--- config.mk ---
export PLATFORM = sky130hd
export DESIGN_NAME = dma_ahb_master
export DESIGN_NICKNAME = d
export VERILOG_FILES = /design/src/rtl/dma_ahb_pkg.sv /design/src/rtl/dma_beat_ctr.sv /design/src/rtl/dma_ahb_master.sv
export SDC_FILE = /design/constraint.sdc
export NUM_CORES = 1
export LEC_CHECK = 0
export BUFFER_PORTS_ARGS = -buffer_cell sky130_fd_sc_hd__buf_2
export CORE_ASPECT_RATIO = 0.6
export CORE_UTILIZATION = 55
export CTS_CLUSTER_DIAMETER = 30
export DETAILED_ROUTE_END_ITERATION = 6
export GPL_ROUTABILITY_DRIVEN = 0
export PLACE_DENSITY = 0.87
export SYNTH_ARGS = -nofsm -noshare
export SYNTH_HDL_FRONTEND = slang
export SYNTH_SLANG_ARGS = --single-unit
--- constraint.sdc ---
create_clock -name hclk -period 11.68 [get_ports hclk]
set_input_delay 0 -clock hclk [delete_from_list [all_inputs] [get_ports hclk]]
set_output_delay 0 -clock hclk [all_outputs]
set_load 0.1 [all_outputs]
--- src/rtl/dma_ahb_pkg.sv ---
// rtl/dma_ahb_pkg.sv - AHB encodings and FSM state type shared by the DMA AHB master
package dma_ahb_pkg;

    localparam logic [1:0] HTRANS_IDLE   = 2'b00;
    localparam logic [1:0] HTRANS_BUSY   = 2'b01;
    localparam logic [1:0] HTRANS_NONSEQ = 2'b10;
    localparam logic [1:0] HTRANS_SEQ    = 2'b11;

    localparam logic [2:0] HBURST_INCR = 3'b001;
    localparam logic [2:0] HSIZE_WORD  = 3'b010;

    localparam logic [1:0] HRESP_OKAY  = 2'b00;
    localparam logic [1:0] HRESP_ERROR = 2'b01;
    localparam logic [1:0] HRESP_RETRY = 2'b10;
    localparam logic [1:0] HRESP_SPLIT = 2'b11;

    localparam int MAX_BEATS = 16;

    typedef enum logic [2:0] {
        ST_IDLE,
        ST_ARB,
        ST_XFER,
        ST_LAST,
        ST_DONE
    } state_t;

endpackage

--- src/rtl/dma_beat_ctr.sv ---
// rtl/dma_beat_ctr.sv - burst address register and remaining-beat counter
module dma_beat_ctr
    import dma_ahb_pkg::*;
#(
    parameter int AW = 32,
    parameter int BW = 5
) (
    input  logic          clk,
    input  logic          rst,
    input  logic          load,
    input  logic [AW-1:0] load_addr,
    input  logic [BW-1:0] load_beats,
    input  logic          step,
    input  logic          rewind,
    output logic [AW-1:0] addr,
    output logic [AW-1:0] next_addr,
    output logic          boundary,
    output logic          last
);

    logic [BW-1:0] remaining;

    assign next_addr = addr + AW'(4);
    assign boundary  = (next_addr[9:0] == 10'd0);
    assign last      = (remaining == BW'(1));

    // addr always points at the next beat still to be accepted on the bus
    always_ff @(posedge clk or posedge rst) begin
        if (rst) begin
            addr      <= '0;
            remaining <= '0;
        end else if (load) begin
            addr      <= load_addr;
            remaining <= (load_beats == '0) ? BW'(MAX_BEATS) : load_beats;
        end else if (rewind) begin
            addr      <= addr - AW'(4);
            remaining <= remaining + BW'(1);
        end else if (step) begin
            addr      <= next_addr;
            remaining <= remaining - BW'(1);
        end
    end

endmodule

--- src/rtl/dma_ahb_master.sv ---
// rtl/dma_ahb_master.sv - AHB INCR burst master servicing one DMA channel's read/write requests
module dma_ahb_master
    import dma_ahb_pkg::*;
#(
    parameter int AW = 32,
    parameter int DW = 32,
    parameter int BW = 5
) (
    input  logic          hclk,
    input  logic          hreset,
    input  logic          rd_req,
    input  logic          wr_req,
    input  logic [AW-1:0] rd_addr,
    input  logic [AW-1:0] wr_addr,
    input  logic [BW-1:0] beats,
    output logic          req_done,
    output logic          xfer_err,
    output logic          hbusreq,
    input  logic          hgrant,
    output logic [AW-1:0] haddr,
    output logic [1:0]    htrans,
    output logic          hwrite,
    output logic [2:0]    hsize,
    output logic [2:0]    hburst,
    output logic [DW-1:0] hwdata,
    input  logic [DW-1:0] hrdata,
    input  logic          hready,
    input  logic [1:0]    hresp,
    output logic          fifo_wr,
    output logic [DW-1:0] fifo_wdata,
    output logic          fifo_rd,
    input  logic [DW-1:0] fifo_rdata
);

    state_t        state;
    logic [1:0]    htrans_q;
    logic          dphase;
    logic          resume;
    logic          replay_v;
    logic [DW-1:0] replay_q;

    logic          accept;
    logic          resp_fail;
    logic          resp_retry;
    logic          ctr_load;
    logic [AW-1:0] ctr_load_addr;
    logic [AW-1:0] ctr_addr;
    logic [AW-1:0] ctr_next_addr;
    logic          ctr_boundary;
    logic          ctr_last;

    assign accept     = htrans_q[1] & hready;
    assign resp_fail  = dphase & ~hready & (hresp != HRESP_OKAY);
    assign resp_retry = resp_fail & ((hresp == HRESP_RETRY) | (hresp == HRESP_SPLIT));

    assign ctr_load      = (state == ST_IDLE) & (rd_req | wr_req);
    assign ctr_load_addr = wr_req ? wr_addr : rd_addr;

    dma_beat_ctr #(.AW(AW), .BW(BW)) u_beat_ctr (
        .clk        (hclk),
        .rst        (hreset),
        .load       (ctr_load),
        .load_addr  (ctr_load_addr),
        .load_beats (beats),
        .step       (accept),
        .rewind     (resp_retry),
        .addr       (ctr_addr),
        .next_addr  (ctr_next_addr),
        .boundary   (ctr_boundary),
        .last       (ctr_last)
    );

    // The pending address phase is cancelled in the first cycle of a two-cycle response
    assign htrans     = resp_fail ? HTRANS_IDLE : htrans_q;
    assign hsize      = HSIZE_WORD;
    assign hburst     = HBURST_INCR;
    assign fifo_rd    = accept & hwrite & ~replay_v;
    assign fifo_wr    = dphase & hready & ~hwrite & (hresp == HRESP_OKAY);
    assign fifo_wdata = fifo_wr ? hrdata : '0;

    always_ff @(posedge hclk or posedge hreset) begin
        if (hreset) begin
            state    <= ST_IDLE;
            htrans_q <= HTRANS_IDLE;
            haddr    <= '0;
            hwrite   <= 1'b0;
            hbusreq  <= 1'b0;
            hwdata   <= '0;
            req_done <= 1'b0;
            xfer_err <= 1'b0;
            dphase   <= 1'b0;
            resume   <= 1'b0;
            replay_v <= 1'b0;
            replay_q <= '0;
        end else begin
            req_done <= 1'b0;

            if (resp_fail)
                dphase <= 1'b0;
            else if (hready)
                dphase <= accept;

            if (accept && hwrite) begin
                if (replay_v) begin
                    hwdata   <= replay_q;
                    replay_v <= 1'b0;
                end else begin
                    hwdata <= fifo_rdata;
                end
            end

            if (resp_fail) begin
                htrans_q <= HTRANS_IDLE;
                if (hresp == HRESP_ERROR) begin
                    xfer_err <= 1'b1;
                    hbusreq  <= 1'b0;
                    req_done <= 1'b1;
                    state    <= ST_DONE;
                end else begin
                    // hwdata still holds the word of the beat that must be re-issued
                    replay_v <= hwrite;
                    replay_q <= hwdata;
                    hbusreq  <= 1'b1;
                    state    <= ST_ARB;
                end
            end else begin
                case (state)
                    ST_IDLE: begin
                        if (wr_req || rd_req) begin
                            hwrite   <= wr_req;
                            xfer_err <= 1'b0;
                            hbusreq  <= 1'b1;
                            replay_v <= 1'b0;
                            state    <= ST_ARB;
                        end
                    end
                    ST_ARB: begin
                        if (hgrant && hready) begin
                            htrans_q <= HTRANS_NONSEQ;
                            haddr    <= ctr_addr;
                            state    <= ST_XFER;
                        end
                    end
                    ST_XFER: begin
                        if (accept) begin
                            if (ctr_last) begin
                                htrans_q <= HTRANS_IDLE;
                                hbusreq  <= 1'b0;
                                resume   <= 1'b0;
                                state    <= ST_LAST;
                            end else if (!hgrant) begin
                                htrans_q <= HTRANS_IDLE;
                                resume   <= 1'b1;
                                state    <= ST_LAST;
                            end else begin
                                htrans_q <= ctr_boundary ? HTRANS_NONSEQ : HTRANS_SEQ;
                                haddr    <= ctr_next_addr;
                            end
                        end
                    end
                    ST_LAST: begin
                        if (dphase && hready) begin
                            if (resume) begin
                                state <= ST_ARB;
                            end else begin
                                req_done <= 1'b1;
                                state    <= ST_DONE;
                            end
                        end
                    end
                    ST_DONE: state <= ST_IDLE;
                    default: state <= ST_IDLE;
                endcase
            end
        end
    end

endmodule

# == Word-level counts from Yosys, hierarchy flattened ==
# Cells that the tools add are included.
# Widths: inputs -> output; s select.
# totals
reg_bits,145
in_bits,141
output_inout_bits,110
# classes
addsub,4
eq_ne,19
n_mux,57
bitwise,17
n_reduce_logical,24
# op_table
cell,n
$mux 32,10
$pmux 32 s2,1
$add 32x3->32 const B,1
$sub 32x3->32 const B,1
$mux 3,9
$mux 1,24
$mux 5,4
$mux 2,6
$ne 3x3->1 const B,4
$pmux 3 s4,1
$and 1x1->1,10
$logic_not 10->1,1
$reduce_bool 2->1,5
$reduce_and 3->1,3
$reduce_bool 3->1,3
$ne 2x2->1 const B,4
$reduce_and 4->1,2
$eq 3x2->1 const B,2
$reduce_and 6->1,1
$add 5x1->5 const B,1
$eq 5x1->1 const B,1
$logic_not 5->1,1
$not 1->1,5
$reduce_and 5->1,1
15 further kinds,20

# == Longest topological paths before layout ==
# depth
depth_word,8
ltp_mapped,9
mapped_depth_nobuf,8

# == Hierarchy ==
# A second synthesis with hierarchy kept.
# unflattened
cells_unflattened,1004
hier_area_um2,8883.5
# modules_own_cells
module,instances,cells_each,area_each_um2,seq_area_each_um2
dma_ahb_master,1,581,5610.4,2702.6
dma_beat_ctr,1,423,3273.1,925.9

# == Worst setup path after synthesis ==
# Ideal clock, no wire load.
# synth_path
kind,reg-to-output
startpoint,reg hwrite
endpoint,out fifo_wdata[22]
t_arrival_ns,3.152
t_required_ns,11.680
setup_slack_ns,8.528
stages_incl_launch_ff,4
path_cell_list,dfrtp_1 > nor3b_1 > clkbuf_1 > and2_1
# synth_between
elab_chain_len,4
# synth_rtl
element,line,source
start: declaration,dma_ahb_master.sv:22,"output logic hwrite,"
start signal: assignment,dma_ahb_master.sv:130,hwrite <= wr_req;
$not 1->1,dma_ahb_master.sv:78,assign fifo_wr = dphase & hready & ~hwrite & (hresp == HRESP_OKAY);
$and 1x1->1 (2 in a row),dma_ahb_master.sv:78,
named net fifo_wr,dma_ahb_master.sv:29,"output logic fifo_wr,"
$mux 32,dma_ahb_master.sv:79,assign fifo_wdata = fifo_wr ? hrdata : '0;
end: declaration,dma_ahb_master.sv:30,"output logic [DW-1:0] fifo_wdata,"
# The timed path passes the listed nets, and every way through them passes these cells.

# == Final worst setup path ==
# layout_path
startpoint,reg u_beat_ctr.addr[2]
endpoint,reg u_beat_ctr.addr[30]
# layout_between
elab_chain_len,4
elab_cells_between_ends,5
cone_classes,add/sub: 2; mux: 3
# layout_rtl
element,line,source
start: declaration,dma_beat_ctr.sv:15,"output logic [AW-1:0] addr,"
start signal: assignment,dma_beat_ctr.sv:33,addr <= load_addr;
start signal: assignment,dma_beat_ctr.sv:36,addr <= addr - AW'(4);
start signal: assignment,dma_beat_ctr.sv:39,addr <= next_addr;
$add 32x3->32,dma_beat_ctr.sv:23,assign next_addr = addr + AW'(4);
$mux 32,dma_beat_ctr.sv:38,end else if (step) begin
$mux 32 (*),dma_beat_ctr.sv:35,end else if (rewind) begin
$mux 32 (*),dma_beat_ctr.sv:32,end else if (load) begin
# Every way passes the cells marked *; elsewhere a longest branch is shown, timed or not. The select of a mux whose other input is x is not followed.
# A chain may end at the register's enable or synchronous reset.

==> run metrics <==
status finished with violations; failing checks design-rule violations; Crit-path slowest cell nor4b_1; Root Buffer clkbuf_16; Final min period roughly 3.2 ns; setup TNS 0 ns; crit path kind flop to flop; die height 97.6 um; DRT antenna net count 0; CTS Hold Bufs 96; Setup crit start kind flop; Critical Path Fanout Max 9; Crit path arrival time 3.51 ns; clock share of power 15.5%; First DRT Iteration DRCs 1273; Worst-Margin Slew 1.07 ns; first-pass GRT wire length 41200 um; CTS tree yes; DRC violations left 23; CP cell instances inv_1, ha_1, nor4b_1, nand4_1, nor4_1, xor2_1, a221o_1, a41o_1; worst endpoint required time between 10 and 15 ns; Post-Synthesis Cells ~960; Post-synth EDFFs 0; total CTS buffers 17; post-route setup slack 8.47 ns; Ant. Diodes 0; leakage power just over 5 nW; Final nets between 1000 and 1500; Clk Latency, worst-skew pair 0.43 ns; die width approximately 160 um; core area about 15000 um2; Sequential Power Share between 30% and 40%; Final Cycle Share 27.5%; postcts setup bufs 0; Max rail drop VDD 0.297 mV; gr ovfl total 0; die area about 16000 um2; Overall Global Routing Usage between 30% and 40%; Synth Cell Area 8380 um2; sequential area share after synthesis a little over two fifths; largest net degree at the start of global routing 78; worst hold path class input port to flop; Fin Clk Skew 0.0150 ns; Final Hold Viols 0; area delta synth->final 32.6%; First-pass DRT Iterations 7; post-DR wirelength/cell 17.8 um; RSZ-0062 raised after global routing false; final-layout fill cell count roughly 1100; dpl hpwl approximately 17000 um; Max stage delay on crit path 0.70 ns; Setup WS pre-CTS 8.81 ns; combinational group share of total power around 53%; I/O pin total 251; initial antenna violation count 1; starting density of the core 57.1%; number of global-route vias before repair 8201; Post-CTS Resized 0; Crit. End Element flop; final hold slack 0.0271 ns; switching share of power 56.9%; fraction of registers with async set or reset after synthesis 100%; layout cells sized above 1 between 20% and 30%; Via density 5.80; Post-Syn Area per Cell 8.74 um2; Cell Int Power 1.45 mW; Max clock buf depth 2; fmax 0.311 GHz; main flop type after synthesis dfrtp_1; YS warnings 0; final core occ between 70% and 80%; # setup viols final 0; H-tree lvl count 4; DR vias ~8500; Register Area 3630 um2; # clock sinks 145; row count 34; PD cells 301 nW/um2; Synth cell types 69; IO Port Bufs 244; Multi-input gate area 4410 um2; Clock transition at path regs 0.07 ns; synthesized flop and latch total ~150; Switch Pwr 1.90 mW; max-cap violations 0; max-slew violations 0; Slew HR 28.2%; final WL 25900 um
-- power by group through the flow --
stage	Sequential (mW)	Clock [mW]	Combinational (mW)
after global placement	1.02	0	1.69
after detailed placement	1.03	0	1.72
final	1.04	0.520	1.79
after floorplan	1.66	0	0.747
after global routing	1.08	0.550	1.88
after CTS	1.02	0.524	1.76
-- worst paths after layout --
kind | from | to | slack (ns) | depth (start not counted)
worst max-delay path | u_beat_ctr.addr[2]$_DFFE_PP0P_ | u_beat_ctr.addr[30]$_DFFE_PP0P_ | 8.47 | 8
worst min-delay path | rd_addr[18] | u_beat_ctr.addr[18]$_DFFE_PP0P_ | 0.03 | 5
worst max register to register | u_beat_ctr.addr[2]$_DFFE_PP0P_ | u_beat_ctr.addr[30]$_DFFE_PP0P_ | 8.47 | 8
worst min register to register | replay_q[23]$_DFFE_PP0P_ | replay_q[23]$_DFFE_PP0P_ | 0.48 | 2
max in group asynchronous | hreset | replay_v$_DFF_PP0_ | 10.02 | 4
min in group asynchronous | hreset | replay_q[13]$_DFFE_PP0P_ | 0.28 | 3
-- synth_stat cells, types with 3 or more instances --
cell type  count  area [um2]
clkbuf_1      55         206
buf_4          9        67.6
nor3b_1        4        30.0
or3_1          5        31.3
and2_1        33         206
nor2b_1        9        56.3
o31ai_1        3        22.5
a21oi_1       51         255
nor4b_1        4        35.0
o32ai_1        6        52.6
nor4_1        12        75.1
nor3_2         3        30.0
nand4_1       13        81.3
xor2_1        27         236
dfrtp_1      145        3630
a22oi_1        5        37.5
ha_1           6        75.1
a21o_1         5        37.5
nand3b_1       3        22.5
mux2i_1       54         541
xnor2_1       36         315
a211oi_1       8        60.1
o21ai_0       63         315
nor2_1        78         293
or4_1          5        37.5
nand3_1       19        95.1
mux2_2        11         124
nand2_1      185         694
and3_1         3        18.8
or2_2          3        18.8
buf_2         10        50.1
nor3_1        14        70.1
a31oi_1        9        56.3
buf_1          6        22.5
inv_1          8        30.0
and4_1         3        26.3
-- layout make-up --
cell class	instances	area share, %
multi-input cells	727	39.6
flip-flops and latches	145	32.6
repair buffers	347	20.1
clock buffers	18	3.95
well taps	198	2.23
clock inverters	14	1.09
inverters	9	0.349
-- worst max-delay path: cells and delay by family, from the launching register on --
| family | cells | cell delay, ns |
|---|---|---|
| XOR/XNOR | 1 | 0.11 |
| flip-flops | 1 | 0.48 |
| adder cells (fa/ha/maj) | 1 | 0.22 |
| buffers and inverters | 1 | 0.18 |
| AND/OR/NAND/NOR | 3 | 1.57 |
| AO/OA/AOI/OAI | 2 | 0.53 |
-- registers in the layout, indices dropped and copies added (netlist names) --
name / count
resume: 1
state: 3
replay_q: 32
xfer_err: 1
req_done: 1
u_beat_ctr.remaining: 5
haddr: 32
hbusreq: 1
hwdata: 32
u_beat_ctr.addr: 32
htrans_q: 2
hwrite: 1
dphase: 1
replay_v: 1
-- routing by layer --
metal | up-vias | GRT usage (%) | part of all wire (%)
li1 | 3869 | - | -
met1 | 3940 | 43.6 | 40
met2 | 534 | 51.9 | 44
met3 | 113 | 11.3 | 12
met4 | 0 | 14.2 | 3.5
met5 | - | 0 | 0
-- cell families (layout without fill, tap and decap cells) --
family	after synthesis	in the layout	synth area share (%)
AOI/OAI and AO/OA	175	175	12.5
adders and majority gates	6	6	0.895
buffers and inverters	91	388	4.73
muxes	65	65	7.92
xor gates and xnor gates	63	63	6.58
other	2	6	0.0896
DFF	145	145	43.3
and+or+nand+nor	412	412	24.0
-- metrics by stage --
| step | total power, mW | cell area [um2] | cells |
|---|---|---|---|
| final | 3.35 | 11100 | 1458 |
| after detailed placement | 2.75 | 9590 | 1330 |
| after global placement | 2.70 | 9590 | 1330 |
| after global routing | 3.51 | 11100 | 1458 |
| after floorplan | 2.41 | 8400 | 963 |
| after CTS | 3.31 | 11100 | 1458 |
-- cells in the final DEF (no fill, tap or decap), types with 6 or more instances in the layout --
master         netlist  layout
buf_2               10     244
nand2_1            185     184
dfrtp_1            145     144
dlygate4sd3_1        0      96
nor2_1              78      78
o21ai_0             63      63
mux2i_1             54      54
a21oi_1             51      51
xnor2_1             36      36
and2_1              33      33
xor2_1              27      27
nand3_1             19      19
clkbuf_16            0      17
nor3_1              14      14
nand4_1             13      13
nor4_1              12      12
mux2_2              11      11
nor2b_1              9       9
a31oi_1              9       9
a211oi_1             8       8
inv_1                8       7
buf_4                9       7
o32ai_1              6       6
ha_1                 6       6
conb_1               2       6
No activity file was read; power rests on OpenSTA's default activity.
